==> src/rtl/mem_stage_access_unit.sv <==
// rtl/mem_stage_access_unit.sv - RISC-V MEM stage: req/ack data-memory access, lane steering, MEM/WB register
// Optional MISALIGN_TRAP_EN: flag misaligned halfword/word accesses instead of aligning them down.
module mem_stage_access_unit (
    input  logic        clk,
    input  logic        rstN,
    input  logic        memWrite_MEM_IN,
    input  logic        memRead_MEM_IN,
    input  logic        regWrite_MEM_IN,
    input  logic        memToRegWrite_MEM_IN,
    input  logic [2:0]  func3_MEM_IN,
    input  logic [31:0] aluOut_MEM_IN,
    input  logic [31:0] storeData_MEM_IN,
    input  logic [4:0]  rd_MEM_IN,
    output logic        dmemReq,
    output logic        dmemWe,
    output logic [31:0] dmemAddr,
    output logic [3:0]  dmemBe,
    output logic [31:0] dmemWdata,
    input  logic [31:0] dmemRdata,
    input  logic        dmemAck,
    output logic        stall_MEM_Out,
    output logic        regWrite_WB_Out,
    output logic        memToRegWrite_WB_Out,
    output logic [31:0] loadData_WB_Out,
    output logic [31:0] aluOut_WB_Out,
    output logic [4:0]  rd_WB_Out,
    output logic        misaligned_WB_Out
);
    typedef enum logic {S_IDLE, S_WAIT} state_t;

    state_t      state_q, state_d;
    logic        reg_write_q, reg_write_d;
    logic        mem_to_reg_q, mem_to_reg_d;
    logic        misaligned_q, misaligned_d;
    logic [31:0] load_data_q, load_data_d;
    logic [31:0] alu_out_q, alu_out_d;
    logic [4:0]  rd_q, rd_d;

    logic        is_access, is_byte, is_half, is_word, misaligned, pending;
    logic [1:0]  lane;
    logic [7:0]  rbyte;
    logic [15:0] rhalf;
    logic [31:0] load_ext;

    assign lane      = aluOut_MEM_IN[1:0];
    assign is_access = memRead_MEM_IN | memWrite_MEM_IN;
    assign is_byte   = (func3_MEM_IN[1:0] == 2'b00);
    assign is_half   = (func3_MEM_IN[1:0] == 2'b01);
    assign is_word   = func3_MEM_IN[1];

`ifdef MISALIGN_TRAP_EN
    assign misaligned = is_access & ((is_half & lane[0]) | (is_word & (lane != 2'b00)));
`else
    assign misaligned = 1'b0;
`endif

    assign pending       = is_access & ~misaligned;
    // Reset gates the request combinationally so an aborted access drops at once.
    assign dmemReq       = rstN & (pending | (state_q == S_WAIT));
    assign dmemWe        = memWrite_MEM_IN;
    assign dmemAddr      = {aluOut_MEM_IN[31:2], 2'b00};
    assign stall_MEM_Out = dmemReq & ~dmemAck;

    always_comb begin
        dmemBe    = 4'b1111;
        dmemWdata = storeData_MEM_IN;
        if (is_byte) begin
            dmemBe    = 4'b0001 << lane;
            dmemWdata = {4{storeData_MEM_IN[7:0]}};
        end else if (is_half) begin
            dmemBe    = 4'b0011 << {lane[1], 1'b0};
            dmemWdata = {2{storeData_MEM_IN[15:0]}};
        end
    end

    always_comb begin
        rbyte = dmemRdata[7:0];
        case (lane)
            2'd0: rbyte = dmemRdata[7:0];
            2'd1: rbyte = dmemRdata[15:8];
            2'd2: rbyte = dmemRdata[23:16];
            2'd3: rbyte = dmemRdata[31:24];
            default: rbyte = dmemRdata[7:0];
        endcase
        rhalf    = lane[1] ? dmemRdata[31:16] : dmemRdata[15:0];
        load_ext = dmemRdata;
        if (is_byte) begin
            load_ext = func3_MEM_IN[2] ? {24'd0, rbyte} : {{24{rbyte[7]}}, rbyte};
        end else if (is_half) begin
            load_ext = func3_MEM_IN[2] ? {16'd0, rhalf} : {{16{rhalf[15]}}, rhalf};
        end
    end

    always_comb begin
        state_d = state_q;
        case (state_q)
            S_IDLE:  if (dmemReq && !dmemAck) state_d = S_WAIT;
            S_WAIT:  if (dmemAck) state_d = S_IDLE;
            default: state_d = S_IDLE;
        endcase
    end

    // A stalled edge loads a bubble; otherwise the MEM/WB register captures this instruction.
    always_comb begin
        reg_write_d  = 1'b0;
        mem_to_reg_d = 1'b0;
        misaligned_d = 1'b0;
        load_data_d  = 32'd0;
        alu_out_d    = 32'd0;
        rd_d         = 5'd0;
        if (!stall_MEM_Out) begin
            reg_write_d  = regWrite_MEM_IN & ~misaligned;
            mem_to_reg_d = memToRegWrite_MEM_IN & ~misaligned;
            misaligned_d = misaligned;
            load_data_d  = (pending && memRead_MEM_IN && !memWrite_MEM_IN) ? load_ext : 32'd0;
            alu_out_d    = aluOut_MEM_IN;
            rd_d         = rd_MEM_IN;
        end
    end

    always_ff @(posedge clk or negedge rstN) begin
        if (!rstN) begin
            state_q      <= S_IDLE;
            reg_write_q  <= 1'b0;
            mem_to_reg_q <= 1'b0;
            misaligned_q <= 1'b0;
            load_data_q  <= 32'd0;
            alu_out_q    <= 32'd0;
            rd_q         <= 5'd0;
        end else begin
            state_q      <= state_d;
            reg_write_q  <= reg_write_d;
            mem_to_reg_q <= mem_to_reg_d;
            misaligned_q <= misaligned_d;
            load_data_q  <= load_data_d;
            alu_out_q    <= alu_out_d;
            rd_q         <= rd_d;
        end
    end

    assign regWrite_WB_Out      = reg_write_q;
    assign memToRegWrite_WB_Out = mem_to_reg_q;
    assign misaligned_WB_Out    = misaligned_q;
    assign loadData_WB_Out      = load_data_q;
    assign aluOut_WB_Out        = alu_out_q;
    assign rd_WB_Out            = rd_q;
endmodule

==> config.mk <==
export PLATFORM = sky130hd
export DESIGN_NAME = mem_stage_access_unit
export DESIGN_NICKNAME = d
export VERILOG_FILES = /design/src/rtl/mem_stage_access_unit.sv
export SDC_FILE = /design/constraint.sdc
export NUM_CORES = 1
export LEC_CHECK = 0
export CORE_MARGIN = 8
export CORE_UTILIZATION = 37
export DETAILED_ROUTE_END_ITERATION = 12
export GPL_ROUTABILITY_DRIVEN = 0
export GPL_TIMING_DRIVEN = 0
export HOLD_SLACK_MARGIN = 0.02
export PLACE_DENSITY_LB_ADDON = 0.12
export SLEW_MARGIN = 20
export SYNTH_ARGS = -nofsm -noshare
export SYNTH_HDL_FRONTEND = slang
export SYNTH_SLANG_ARGS = --single-unit
==> constraint.sdc <==
create_clock -name clk -period 1.8 [get_ports clk]
set_input_delay 0.36 -clock clk [delete_from_list [all_inputs] [get_ports clk]]
set_output_delay 0.36 -clock clk [all_outputs]
set_load 0.02 [all_outputs]
==> results of run 1 <==
-- cell usage in the layout (no fill, tap or decap), types with 2 or more instances in the layout --
cell               n
clkdlybuf4s50_1  174
dfrtp_1           72
buf_4             64
dlygate4sd2_1     45
nor2b_1           40
nand2_1           37
a2111oi_2         25
inv_1             24
nor2_1            20
buf_2             19
clkbuf_8          12
mux2i_1           10
o21ai_0           10
buf_6              9
mux2_2             9
buf_8              7
clkbuf_1           7
o32ai_1            7
o22ai_1            7
mux4_2             7
nand2b_1           4
a2111oi_0          4
conb_1             3
buf_12             3
clkdlybuf4s15_2    3
nor2_4             2
nand3b_1           2
a21oi_1            2
a2111oi_1          2
clkinv_2           2
-- worst min-delay path: cells and delay by family --
family	cells	cell delay [ps]
buffers and inverters	3	370
-- cell families (layout without fill, tap and decap cells) --
kind of cell	count (synthesis)	after routing
flip-flops	72	72
other	1	4
buffers and inverters	93	374
multiplexers	27	27
AO/OA/AOI/OAI	60	60
AND/OR/NAND/NOR	109	109
-- how the worst min path moves through the flow --
stage	slack (ps)	endpoint	from
floorplan	60	aluOut_WB_Out[0]$_DFF_PN0_	rstN
global placement	510	state_q$_DFF_PN0_	state_q$_DFF_PN0_
detailed placement	320	aluOut_WB_Out[10]$_DFF_PN0_	rstN
CTS	20	aluOut_WB_Out[10]$_DFF_PN0_	rstN
global route	30	aluOut_WB_Out[10]$_DFF_PN0_	rstN
finish	30	aluOut_WB_Out[10]$_DFF_PN0_	rstN
-- layout make-up --
cell class | count | area (um2)
inverters | 24 | 90.1
plain buffers | 68 | 556
diodes | 1 | 2.50
clock buffers | 12 | 155
well taps | 136 | 170
multi-input cells | 199 | 1600
flip-flops and latches | 72 | 1800
fillers | 854 | 3320
repair buffers | 267 | 2560
clock inverters | 3 | 17.5
-- per-stage QoR --
stage	area (um2)	hold slack, ps
finish	6950	33.0
detailed placement	6590	321
floorplan	3910	64.4
CTS	6920	22.3
global placement	6570	506
global route	6950	31.7
-- routing by layer --
| metal | vias to the layer above | global-route usage [%] |
|---|---|---|
| met5 | - | 0 |
| met4 | 0 | 5.22 |
| met3 | 12 | 7.66 |
| met2 | 176 | 35.7 |
| met1 | 1830 | 23.5 |
| li1 | 1769 | - |
-- cell usage after synthesis (all sizes together) (10+ instances only) --
cell,count,area (um2)
a2111oi,31,428
buf,57,413
clkbuf,12,47.6
dfrtp,72,1800
inv,24,90.1
mux2,10,116
mux2i,10,100
nand2,37,139
nor2,22,82.6
nor2b,40,250
o21ai,10,50.1
-- repair_timing --
action,4_1_cts,5_1_grt
cloned,1,0
pin swaps,3,3
hold buffers,3,0
endpoints found under the setup margin,102,18
buffers inserted,10,3
gates resized for setup,223,6
endpoints found under the hold margin,29,0
-- power by group through the flow --
stage,sequential (W),clock (W),combinational (W)
after global placement,0.00176,0,0.00144
after floorplan,0.00189,0,0.000541
after CTS,0.00173,0.00119,0.00147
final,0.00173,0.00114,0.00147
after detailed placement,0.00177,0,0.00146
after global routing,0.00174,0.00124,0.00156
-- flip-flops by register name (all words and copies together), names as in the netlist --
name / flops
memToRegWrite_WB_Out: 1
aluOut_WB_Out: 32
regWrite_WB_Out: 1
state_q: 1
loadData_WB_Out: 32
rd_WB_Out: 5
==> flow_summary.toml, run 1 <==
[run_status]
status = "finished, violations left"
violations = "setup timing"

[routing]
dr.first_iter.drc_count = 203
vias_per_cell = 4.84
met3_length_um = 1320
num_vias = 3787
drt_pre_antenna_iters = 4
top_layer = "met4"
drtAntennaViolNets = 0
drc = 0
met1Wirelength_um = 5680
wl_met2_um = 7630
routedWlPerCell_um = 18.9
routed_wl_um = 14800

[min_path]
min_path_type = "input port to async pin"

[grt]
track_usage_pct = 20.6
grt_pass1_wl_um = 22800
overflow = 0
grt_max_degree = 30
grt_pass1_vias = 3975
antenna_found_initial = 0

[clock_tree]
cts_root_buf = "clkbuf_8"
htree_levels = 3
cts_made_buffers = 9
cts_buffer_depth = 2
insertion_delay_ps = 340
clock-sinks = 72
clk_pin_slew_ps = 70
cts_tree = "done"

[worst_setup_path]
cp_top_family = "buffers and inverters"
max_stage_delay_ps = 510
cp.required_ps = 1980
cp_data_arrival_time_ps = 2020
r2r_setup_slack_ps = 400
end_kind = "flip-flop"
criticalPathCategory = "input port to flip-flop"
crit_path_start_kind = "input port"
cp_max_fo = 10
worstPathCellList = "clkdlybuf4s50_1, nand2b_4, nand3b_1, buf_2, a2111oi_0"
endpoint = "loadData_WB_Out[10]$_DFF_PN0_"
startpoint = "dmemAck"
reg2reg_depth = 5
slowest_stage = "a2111oi_0"
r2r-start = "state_q$_DFF_PN0_"
cp.depth = 5
r2r-end = "aluOut_WB_Out[13]$_DFF_PN0_"
crit_buf_inv = 2

[placement]
hpwl_um = 11500
port_buffers = 249
dp_slack_ps = -1280
dp_cells = 750

[timing]
drv_slew = 0
rsz0062_at_grt = "yes"
min_period_over_period_pct = 102
worst_slew_pin_slew_ps = 768
slew_headroom_pct = 48.8
min_period_ps = 1840
finClkSkew_ps = 8.26
max_freq_mhz = 543
setup_tns_ps = -71.0
setup_violations = 2
final_hold_viol_count = 0
worst_slack_ps = -43.1

[logic_synthesis]
syn_area_per_cell_um2 = 10.8
synth_simple_gate_area_share_pct = 13.7
yosysSeqAreaShare_pct = 46.2
postSynthCellCount = 362
synth_mux_area_share_pct = 9.58
ys_ff_latch = 72
synth_flop_cell = "dfrtp_1"
synth_top_family_by_area = "compound AO/OA/AOI/OAI gates"
synth_cell_type_count = 30
synthAdderAreaFrac_pct = 0
netlist_area_um2 = 3900
synth-compound-area-share_pct = 16.3
async_flop_share_pct = 100
synthXorXnorAreaFrac_pct = 0
yosysWarnings = 0
synth-edff-count = 0

[layout]
final_layout_size_suffix_gt1_share_pct = 26.7
stdcell_count = 782
post-route-util_pct = 67.7
area_delta_synth_final_pct = 78.1
fin_nets = 752

[power]
p_int_w = 0.00302
p_switching_w = 0.00132
power_frac_seq_pct = 39.9
power_frac_comb_pct = 33.8
switching_share_pct = 30.5
peakVddDrop_mv = 0.375
fin_total_pwr_w = 0.00434
p_leak_nw = 3.13
clkPwrFrac_pct = 26.3
p_per_area_nw_per_um2 = 625

[floorplanning]
fp.coreArea_um2 = 10300
dieWidth_um = 119
die_area_um2 = 14100
rows = 37
die_h_um = 119
start_util_pct = 38.0
io_pins = 254

[run]
drv_cap = 0
Power figures use the tool's default switching activity.
==> inputs of run 2 (changes only) <==
Settings changed: RECOVER_POWER from default to 100.
==> flow_summary.toml, run 2 (synthesized netlist as in run 1, its figures left out) <==
[routing]
vias_per_cell = 4.84
num_vias = 3782
routedWlPerCell_um = 19.0
routed_wl_um = 14800
dr.first_iter.drc_count = 200
drt_pre_antenna_iters = 4
drc = 0
drtAntennaViolNets = 0

[grt]
overflow = 0
track_usage_pct = 20.6
antenna_found_initial = 0
grt_pass1_vias = 3975
grtUsageMet2_pct = 35.7
grt_pass1_wl_um = 22800
top_usage_layer = "met2"
grt_max_degree = 30
met1_usage_pct = 23.5
gr-usage-met3_pct = 7.66

[worst_setup_path]
reg2reg_depth = 5
r2r-end = "aluOut_WB_Out[13]$_DFF_PN0_"
r2r-start = "state_q$_DFF_PN0_"
crit_path_start_kind = "input port"
cp_max_fo = 10
r2r_setup_slack_ps = 400
end_kind = "flip-flop"
criticalPathCategory = "input port to flip-flop"
cp.required_ps = 1980
cp_data_arrival_time_ps = 2020

[clock_tree]
cts_buffer_depth = 2
cts_made_buffers = 9
cts_root_buf = "clkbuf_8"
htree_levels = 3
clk_pin_slew_ps = 70
cts_tree = "done"
clock-sinks = 72
insertion_delay_ps = 340

[placement]
placement.cell_area_um2 = 6590
hpwl_um = 11500
dp_cells = 750
dp_slack_ps = -1280
port_buffers = 249

[floorplanning]
io_pins = 254
fp.coreArea_um2 = 10300
start_util_pct = 38.0
die_h_um = 119
rows = 37
die_area_um2 = 14100
dieWidth_um = 119

[timing]
min_period_ps = 1840
min_period_over_period_pct = 102
finClkSkew_ps = 8.25
worst_slack_ps = -40.8
max_freq_mhz = 543
worst_slew_pin_slew_ps = 1330
rsz0062_at_grt = "yes"
setup_violations = 2
drv_slew = 0
final_hold_viol_count = 0
setup_tns_ps = -64.8
slew_headroom_pct = 11.5

[power]
peakVddDrop_mv = 0.375
p_leak_nw = 3.11
clkPwrFrac_pct = 26.4
switching_share_pct = 30.5
power_frac_seq_pct = 40.1
p_switching_w = 0.00132
power_frac_comb_pct = 33.5
p_per_area_nw_per_um2 = 627
p_int_w = 0.00301

[run]
drv_cap = 0

[layout]
fin_nets = 752
multi_input_area_um2 = 1600
final_cell_mix = "clkdlybuf4s50_1 (174), dfrtp_1 (72), buf_4 (64)"
fillers = 863
final_layout_size_suffix_gt1_share_pct = 26.2
stdcell_count = 782
area_delta_synth_final_pct = 76.9
regArea_um2 = 1800
final_common_cell = "clkdlybuf4s50_1"
post-route-cell-area_um2 = 6910

[min_path]
min_path_type = "input port to flip-flop"
min_from = "aluOut_MEM_IN[1]"
hold_path_depth = 2
min_to = "aluOut_WB_Out[1]$_DFF_PN0_"

[run_status]
status = "finished, violations left"
violations = "setup timing"
-- run 2: changes by cell type in the layout (fill, tap and decap cells not counted), sizes merged --
cell          before  now
buf              103  100
bufbuf             1    0
clkbuf            21   24
dlymetal6s4s       0    1
-- run 2: layout make-up --
| cell class | count | share of cell area [%] |
|---|---|---|
| diodes | 1 | 0.0362 |
| plain buffers | 68 | 8.04 |
| clock buffers | 12 | 2.25 |
| clock inverters | 3 | 0.254 |
| inverters | 24 | 1.30 |
| multi-input cells | 199 | 23.1 |
| flip-flops and latches | 72 | 26.1 |
| well taps | 136 | 2.46 |
| repair buffers | 267 | 36.5 |
-- run 2: repair_timing --
item	4_1_cts	5_1_grt
gates resized for setup	223	6
cloned	1	0
pin swaps	3	3
endpoints found under the setup margin	102	18
hold endpoints to repair	29	0
hold buffers	3	0
buffers inserted	10	3
-- run 2: worst max path at each step --
stage / start / cells after the start / to
finish: dmemAck / 5 / loadData_WB_Out[10]$_DFF_PN0_
global route: dmemAck / 5 / loadData_WB_Out[9]$_DFF_PN0_
floorplan: func3_MEM_IN[1] / 4 / dmemWdata[29]
detailed placement: func3_MEM_IN[1] / 7 / dmemWdata[29]
CTS: func3_MEM_IN[1] / 5 / dmemWdata[23]
global placement: rstN / 5 / stall_MEM_Out
-- run 2: worst max-delay path: stages --
cell             delay [ps]
clkdlybuf4s50_1         490
nand2b_4                150
nand3b_1                210
buf_2                   290
a2111oi_0               500
-- run 2: layer usage --
layer | vias up | routed length [um]
li1 | 1769 | -
met1 | 1835 | 5740
met2 | 166 | 7630
met3 | 12 | 1270
met4 | 0 | 184
met5 | - | 0
-- run 2: metrics by stage --
stage / hold slack [ps] / total power (W) / util (%)
after floorplan: 64.4 / 0.00243 / -
after global placement: 506 / 0.00320 / 64.0
after detailed placement: 321 / 0.00322 / 64.1
after CTS: 22.3 / 0.00439 / 67.4
after global routing: 369 / 0.00453 / 67.2
final: 384 / 0.00433 / 67.2
-- run 2: power by group through the flow --
stage / clock network [W] / logic, W / registers, W
finish: 0.00114 / 0.00145 / 0.00173
CTS: 0.00119 / 0.00147 / 0.00173
global route: 0.00124 / 0.00154 / 0.00174
global placement: 0 / 0.00144 / 0.00176
detailed placement: 0 / 0.00146 / 0.00177
floorplan: 0 / 0.000541 / 0.00189
==> inputs of run 3 (changes only) <==
Settings changed: SLEW_MARGIN 20 to 15.
==> flow_summary.toml, run 3 (synthesized netlist as in run 1, its figures left out) <==
[timing]
min_period_over_period_pct = 101
drv_slew = 0
slew_headroom_pct = 11.2
final_hold_viol_count = 0
worst_slack_ps = -20.2
rsz0062_at_grt = "yes"
finClkSkew_ps = 8.57
setup_violations = 2
whs_ps = 381
min_period_ps = 1820
max_freq_mhz = 549
setup_tns_ps = -34.0
worst_slew_pin_slew_ps = 1330

[worst_setup_path]
crit_path_start_kind = "input port"
cp_data_arrival_time_ps = 2000
end_kind = "flip-flop"
endpoint = "loadData_WB_Out[10]$_DFF_PN0_"
r2r-end = "aluOut_WB_Out[13]$_DFF_PN0_"
criticalPathCategory = "input port to flip-flop"
r2r-start = "state_q$_DFF_PN0_"
r2r_setup_slack_ps = 390
startpoint = "dmemAck"
cp_max_fo = 10
cp.required_ps = 1980
reg2reg_depth = 5

[run_status]
violations = "setup timing"
status = "finished, violations left"

[min_path]
min_path_type = "input port to flip-flop"

[layout]
area_delta_synth_final_pct = 77.1
final_cell_mix = "clkdlybuf4s50_1 (174), dfrtp_1 (72), buf_4 (64)"
final_common_cell = "clkdlybuf4s50_1"
post-route-cell-area_um2 = 6910
final_layout_size_suffix_gt1_share_pct = 26.2
fin_nets = 752

[routing]
drt_pre_antenna_iters = 4
drtAntennaViolNets = 0
dr.first_iter.drc_count = 222
num_vias = 3781
drc = 0
routedWlPerCell_um = 18.9
routed_wl_um = 14800
vias_per_cell = 4.84

[grt]
grt_pass1_wl_um = 22800
grt_max_degree = 30
track_usage_pct = 20.6
grt_pass1_vias = 3975
overflow = 0
top_usage_layer = "met2"
grtUsageMet2_pct = 35.7
met1_usage_pct = 23.5
gr-usage-met3_pct = 7.66
antenna_found_initial = 0

[clock_tree]
cts_tree = "done"
clk_pin_slew_ps = 70
htree_levels = 3
insertion_delay_ps = 350
cts_root_buf = "clkbuf_8"
cts_made_buffers = 9
clock-sinks = 72
cts_buffer_depth = 2

[power]
peakVddDrop_mv = 0.375
p_leak_nw = 3.11
p_per_area_nw_per_um2 = 627

[floorplanning]
rows = 37
start_util_pct = 38.0
fp.coreArea_um2 = 10300
die_h_um = 119
die_area_um2 = 14100
io_pins = 254
dieWidth_um = 119

[placement]
hpwl_um = 11500
port_buffers = 249
placement.cell_area_um2 = 6590
dp_slack_ps = -1280

[run]
drv_cap = 0
run 3: changes by cell type in the layout (fill, tap and decap cells not counted), sizes merged:
| cell | before | now |
|---|---|---|
| clkbuf | 24 | 23 |
| dlygate4sd3 | 0 | 1 |
run 3: report_power, final:
part           leakage, nW  switching (W)  total (W)  internal (W)
Combinational         2.10       0.000718    0.00145      0.000735
Sequential           0.922      0.0000251    0.00173       0.00171
Clock               0.0882       0.000582    0.00115      0.000564
run 3: worst min path at each step:
stage                            from                          end  slack (ps)  cells past startpoint
floorplan                        rstN   aluOut_WB_Out[0]$_DFF_PN0_          60                      0
global placement    state_q$_DFF_PN0_            state_q$_DFF_PN0_         510                      2
detailed placement               rstN  aluOut_WB_Out[10]$_DFF_PN0_         320                      1
CTS                              rstN  aluOut_WB_Out[10]$_DFF_PN0_          20                      3
global route         aluOut_MEM_IN[1]   aluOut_WB_Out[1]$_DFF_PN0_         370                      2
finish               aluOut_MEM_IN[1]   aluOut_WB_Out[1]$_DFF_PN0_         380                      2
run 3: per-stage QoR:
stage	total power, W	util, %	std cells
after global placement	0.00320	64.0	749
after CTS	0.00439	67.4	778
after floorplan	0.00243	-	364
after detailed placement	0.00322	64.1	750
final	0.00433	67.3	782
after global routing	0.00453	67.2	781
run 3: metal layers:
| metal | wire (um) | vias up |
|---|---|---|
| met5 | 0 | - |
| met3 | 1380 | 13 |
| met1 | 5620 | 1820 |
| met4 | 204 | 0 |
| met2 | 7590 | 174 |
| li1 | - | 1774 |
run 3: final cells by class:
cell class | count | area [um2]
diodes | 1 | 2.50
plain buffers | 68 | 556
clock buffers | 12 | 155
clock inverters | 3 | 17.5
fillers | 861 | 3370
inverters | 24 | 90.1
multi-input cells | 199 | 1600
flip-flops and latches | 72 | 1800
well taps | 136 | 170
repair buffers | 267 | 2520
run 3: timing repair:
item | CTS | global route
gates resized for setup | 223 | 6
setup endpoints to repair | 102 | 18
hold buffers | 3 | 0
setup buffers | 10 | 3
cloned | 1 | 0
pin swaps | 3 | 3
endpoints found under the hold margin | 29 | 0
run 3: worst max-delay path, stage by stage:
cell	delay, ps
clkdlybuf4s50_1	490
nand2b_4	150
nand3b_1	210
buf_2	300
a2111oi_0	490
==> RTL change 1 (config.mk and constraints of run 3) <==
Add a define of `MISALIGN_TRAP_EN`.
--- a/src/rtl/mem_stage_access_unit.sv
+++ b/src/rtl/mem_stage_access_unit.sv
@@ -2,2 +2,4 @@
 // Optional MISALIGN_TRAP_EN: flag misaligned halfword/word accesses instead of aligning them down.
+`define MISALIGN_TRAP_EN
+
 module mem_stage_access_unit (
Behaviour: not the same (a bounded check fails within 4 cycles, from zero or initial values and one cycle with rstN low).
==> RTL change 1 against run 3 <==
Clock power is 32% higher. Wire length is 2.9% lower. Final area down 4.3%. Synthesized area fell by 5.3%. Count of clock-buffer cells in the layout decreased by 1. Sequential cell count increased by 1. Power rose by 5.9%. The flow finishes with violations (capacitance limit, slew limit, setup timing). Synthesized cell count shrank 0.28%. Core utilization rose by 0.75 points. Critical path type is now reg2out. Critical path depth unchanged. Setup slack got worse by 0.16 ns. Critical endpoint is now stall_MEM_Out.
==> RTL change 1: results (changes against run 3) <==
WHS Path Cells: 3 (+1)
Leakage power: 0.003030 uW (-2.7%)
Synth cell types: 40 (+33%)
Top cells by area, synth: dfrtp_1 (49%), buf_4 (8.7%), and2_1 (6.3%)
Synth top cells by count: dfrtp_1 (73), nand2_1 (48), buf_4 (43)
Inverter count: 9 (-63%)
Drt via density: 4.773 (-1.3%)
Max stage delay on crit path: 0.43 ns (-0.06 ns)
Vias in the first global route: 3,936 (-0.98%)
Reg area: 1827 sq um (+1.4%)
TNS Setup: -0.3429 ns (-0.3089 ns)
Critical path's slowest cell: dfrtp_1
Buffers outside the clock class: 325 (-3.0%)
DP Cell Count: 745 (-0.67%)
DP HPWL: 11,600 um (+0.46%)
Least-Margin Pin Slew: 1.621 ns (+0.2891 ns)
CTS root buffer: clkbuf_8
Count of multi-input gates: 214 (+7.5%)
NonClk Buf Share: 43.95% (-0.60 points)
Clock buffers: 11 (-1)
Area of the multi-input gates: 1446 sq um (-9.3%)
Final setup margin: -0.1827 ns (-0.1625 ns)
CP max FO: 5 (-5)
Status: finished, violations left
Fillers: 819 (-4.9%)
Part of the Yosys area used for sequential elements: 49.39% (+3.2 points)
Nets: 743 (-1.2%)
Worst vdd ir: 334.2 uV (-11%)
First-pass GRT wire length: 21,320 um (-6.4%)
GRT Resource Usage Total: 21.01% (+0.42 points)
Max-Cap Viols: 1 (+1)
Crit path DAT: 1.62 ns (-0.38 ns)
Pre-CTS WS: -1.181 ns (+0.09476 ns)
Placed inst area: 6386 sq um (-3.1%)
Yosys reg bits: 73 (+1.4%)
Share of layout cells above drive strength 1: 22.29% (-3.9 points)
Worst Skew: 0.005928 ns (-0.002639 ns)
N_diodes: 0 (-1)
Mapped Avg Cell Area: 10.25 sq um (-5.0%)
R2R cell count: 4 (-1)
Clk cell area share: 3.555% (+1.1 points)
Cell area after layout: 6616 sq um (-4.3%)
Total Wirelength: 14,370 um (-2.9%)
Final setup violation count: 2 (unchanged)
Final slew viol count: 30 (+30)
Routed via count: 3,675 (-2.8%)
Detailed Route Iter0 Violations: 172 (-23%)
Failing checks: capacitance limit, slew limit, setup timing
Worst reg2reg setup slack: 0.29 ns (-0.10 ns)
Hold WS: 0.4230 ns (+0.04156 ns)
H-Tree Depth: 3 (unchanged)
Tap cells: 133 (-2.2%)
RTL change 1: changes by cell type in the layout (fill, tap and decap cells not counted), sizes merged, moves of 15 or more:
cell	before	now
and2	0	37
nor2b	40	3
a2111oi	31	0
buf	100	81
a31oi	0	16
inv	24	9
RTL change 1: kinds of logic (layout without fill, tap and decap cells):
group | Yosys count | count (layout) | share of synthesized area (%)
flip-flops | 73 | 73 | 49.39
AO/OA/AOI/OAI | 49 | 49 | 10.01
multiplexers | 30 | 30 | 9.607
buffers and inverters | 75 | 350 | 12.69
AND/OR/NAND/NOR | 133 | 133 | 18.20
other | 1 | 2 | 0.1014
RTL change 1: path summary, 6_finish.rpt:
kind | from | to
min | func3_MEM_IN[0] | loadData_WB_Out[1]
max reg2reg | state_q | memToRegWrite_WB_Out
min in group asynchronous | rstN | aluOut_WB_Out[9]
max in group asynchronous | rstN | state_q
min reg2reg | state_q | state_q
max | state_q | stall_MEM_Out
RTL change 1: layer usage:
metal  track usage, %  part of all wire [%]  vias up
met4            6.309                   1.4        0
met5                0                     0        -
met3            7.660                    10       17
met1            21.72                    37     1767
met2            38.65                    52      171
li1                 -                     -     1720
RTL change 1: worst max-delay path, delay by kind of cell, from the launching register on:
| kind | cells | cell delay, ns |
|---|---|---|
| buffers and inverters | 3 | 0.36 |
| and+or+nand+nor | 1 | 0.39 |
| DFF | 1 | 0.43 |
| AOI/OAI and AO/OA | 1 | 0.10 |
RTL change 1: repair_timing:
item                       in CTS  in global routing
buffers inserted                4                  3
resized for setup             181                 24
hold buffers                    2                  0
gates cloned                    1                  0
hold endpoints to repair       18                  0
setup endpoints to repair      81                 24
pin swaps                       2                  1
RTL change 1: power by group:
part	internal (uW)	switching (uW)
Sequential	1720	22.7
Combinational	670	652
Clock	922	597
==> RTL change 2 (settings of run 3) <==
Without the edit above. Make the reset (`rstN`) synchronous in one clocked block.
--- a/src/rtl/mem_stage_access_unit.sv
+++ b/src/rtl/mem_stage_access_unit.sv
@@ -120,3 +120,3 @@
 
-    always_ff @(posedge clk or negedge rstN) begin
+    always_ff @(posedge clk) begin
         if (!rstN) begin
Behaviour: differs if rstN is asserted again (counterexample within 4 cycles, from zero or initial values and one cycle with rstN low); with rstN held inactive, the same outputs for 10 cycles.
==> RTL change 2 against run 3 <==
Combinational power fell by 25%. Global-route usage rose by 0.48 points. Synthesized area fell by 12%. Sequential cell count did not move. Setup slack improved by 0.048 ns. Final area fell by 9.2%. Wire length fell by 6.7%. Power rose by 0.68%. First-iteration DRC count fell by 44%. Highest routed layer unchanged.
==> RTL change 2: results (changes against run 3) <==
Status: finished clean
Fraction of area in multi-input gates: 24.51% (+1.4 points)
GRT Resource Usage Total: 21.07% (+0.48 points)
Clock Latency Late Sink: 0.35 ns (about the same)
Vias in the first global route: 3,839 (-3.4%)
Top cells by area, synth: dfxtp_1 (42%), buf_4 (9.3%), mux2i_1 (7.2%)
Most frequent cell after synthesis: dfxtp_1
Initial antenna violation count: 1 (+1)
Port Buf Inserts: 248 (-0.40%)
First-pass GRT wire length: 20,890 um (-8.3%)
H-Tree Depth: 3 (unchanged)
Detailed Route Iter0 Violations: 125 (-44%)
Clock buffers: 9 (-3)
DR DRC count: 0 (unchanged)
Yosys reg bits: 72 (unchanged)
CP max FO: 4 (-6)
Count of multi-input gates: 214 (+7.5%)
Post_cts resized: 149 (-33%)
DR WL/cell: 18.57 um (-1.8%)
Synth top cells by count: dfxtp_1 (72), buf_4 (43), and2_1 (39)
N_diodes: 1 (unchanged)
Pre-CTS WS: -1.040 ns (+0.2353 ns)
Setup bufs post-CTS: 5 (-5)
Largest net degree at the start of global routing: 15 (-50%)
Clk cell area share: 3.989% (+1.5 points)
DP Cell Count: 719 (-4.1%)
Synth Instances: 358 (-1.1%)
Synth cell types: 35 (+17%)
Met1 GRT Util: 20.72% (-2.7 points)
Leakage power: 0.002833 uW (-9.0%)
Fillers: 775 (-10%)
Inverter count: 1 (-96%)
Drt via density: 4.878 (+0.88%)
Sequential share of cell area: 22.98% (-3.1 points)
Worst Skew: 0.006388 ns (-0.002180 ns)
Worst-path clk slew: 0.08 ns
Global routing usage on met2: 39.19% (+3.5 points)
Maximum clock insertion buffer count: 2 (unchanged)
CTS root buffer: clkbuf_8
Least-Margin Pin Slew: 0.5249 ns (-0.8073 ns)
Worst vdd ir: 496.1 uV (+32%)
Part of the Yosys area used for sequential elements: 41.72% (-4.4 points)
Grt met3 use: 9.286% (+1.6 points)
Buffers outside the clock class: 328 (-2.1%)
Routed via count: 3,624 (-4.2%)
Crit path DAT: 1.41 ns (-0.59 ns)
NonClk Buf Share: 46.21% (+1.7 points)
Asr flop ratio synth: 0% (-100 points)
Min-delay worst type: in2reg
Share of layout cells above drive strength 1: 20.44% (-5.8 points)
DP HPWL: 11,280 um (-2.3%)
Ys Warns: 0 (unchanged)
DR pass1 iterations: 4 (unchanged)
[RTL change 2: cell count changes after synthesis, sizes merged, moves of 20 or more]
| cell | change |
|---|---|
| a2111oi | -31 |
| dfrtp | -72 |
| and2 | +40 |
| inv | -23 |
| dfxtp | +72 |
| nor2b | -36 |
| nor2 | -20 |
[RTL change 2: per-layer routing]
metal	up-vias	share of wire, %
li1	1749	-
met1	1661	35
met2	196	53
met3	18	11
met4	0	1.2
met5	-	0
[RTL change 2: power by group]
part,internal (uW),switching (uW)
Combinational,553,540
Sequential,1650,11.5
Clock,940,669
[RTL change 2: through the flow]
| stage | instance area [sq um] | hold slack (ns) | total power (uW) |
|---|---|---|---|
| after floorplan | 3462 | 0.4316 | 2230 |
| after global placement | 6083 | 0.6639 | 2875 |
| after detailed placement | 6083 | 0.6941 | 2889 |
| after CTS | 6361 | 0.4429 | 4456 |
| after global routing | 6274 | 0.4849 | 4521 |
| final | 6274 | 0.4565 | 4362 |
[RTL change 2: worst paths after layout]
path | startpoint | to | slack, ns | depth (start not counted)
max | storeData_MEM_IN[7] | dmemWdata[23] | 0.03 | 3
min | dmemAck | state_q | 0.46 | 2
max reg2reg | state_q | aluOut_WB_Out[20] | 0.32 | 5
min reg2reg | state_q | state_q | 0.76 | 3
[RTL change 2: cells by family (layout without fill, tap and decap cells)]
group | after synthesis | in the layout | synth area share, %
AO/OA/AOI/OAI | 67 | 67 | 14.78
flip-flops | 72 | 72 | 41.72
buffers and inverters | 74 | 345 | 13.87
multiplexers | 42 | 42 | 13.11
other | 1 | 4 | 0.1086
AND/OR/NAND/NOR | 102 | 102 | 16.41
[RTL change 2: critical path, stage by stage]
cell             delay, ns
clkdlybuf4s50_1       0.47
mux2_2                0.29
clkdlybuf4s15_1       0.30
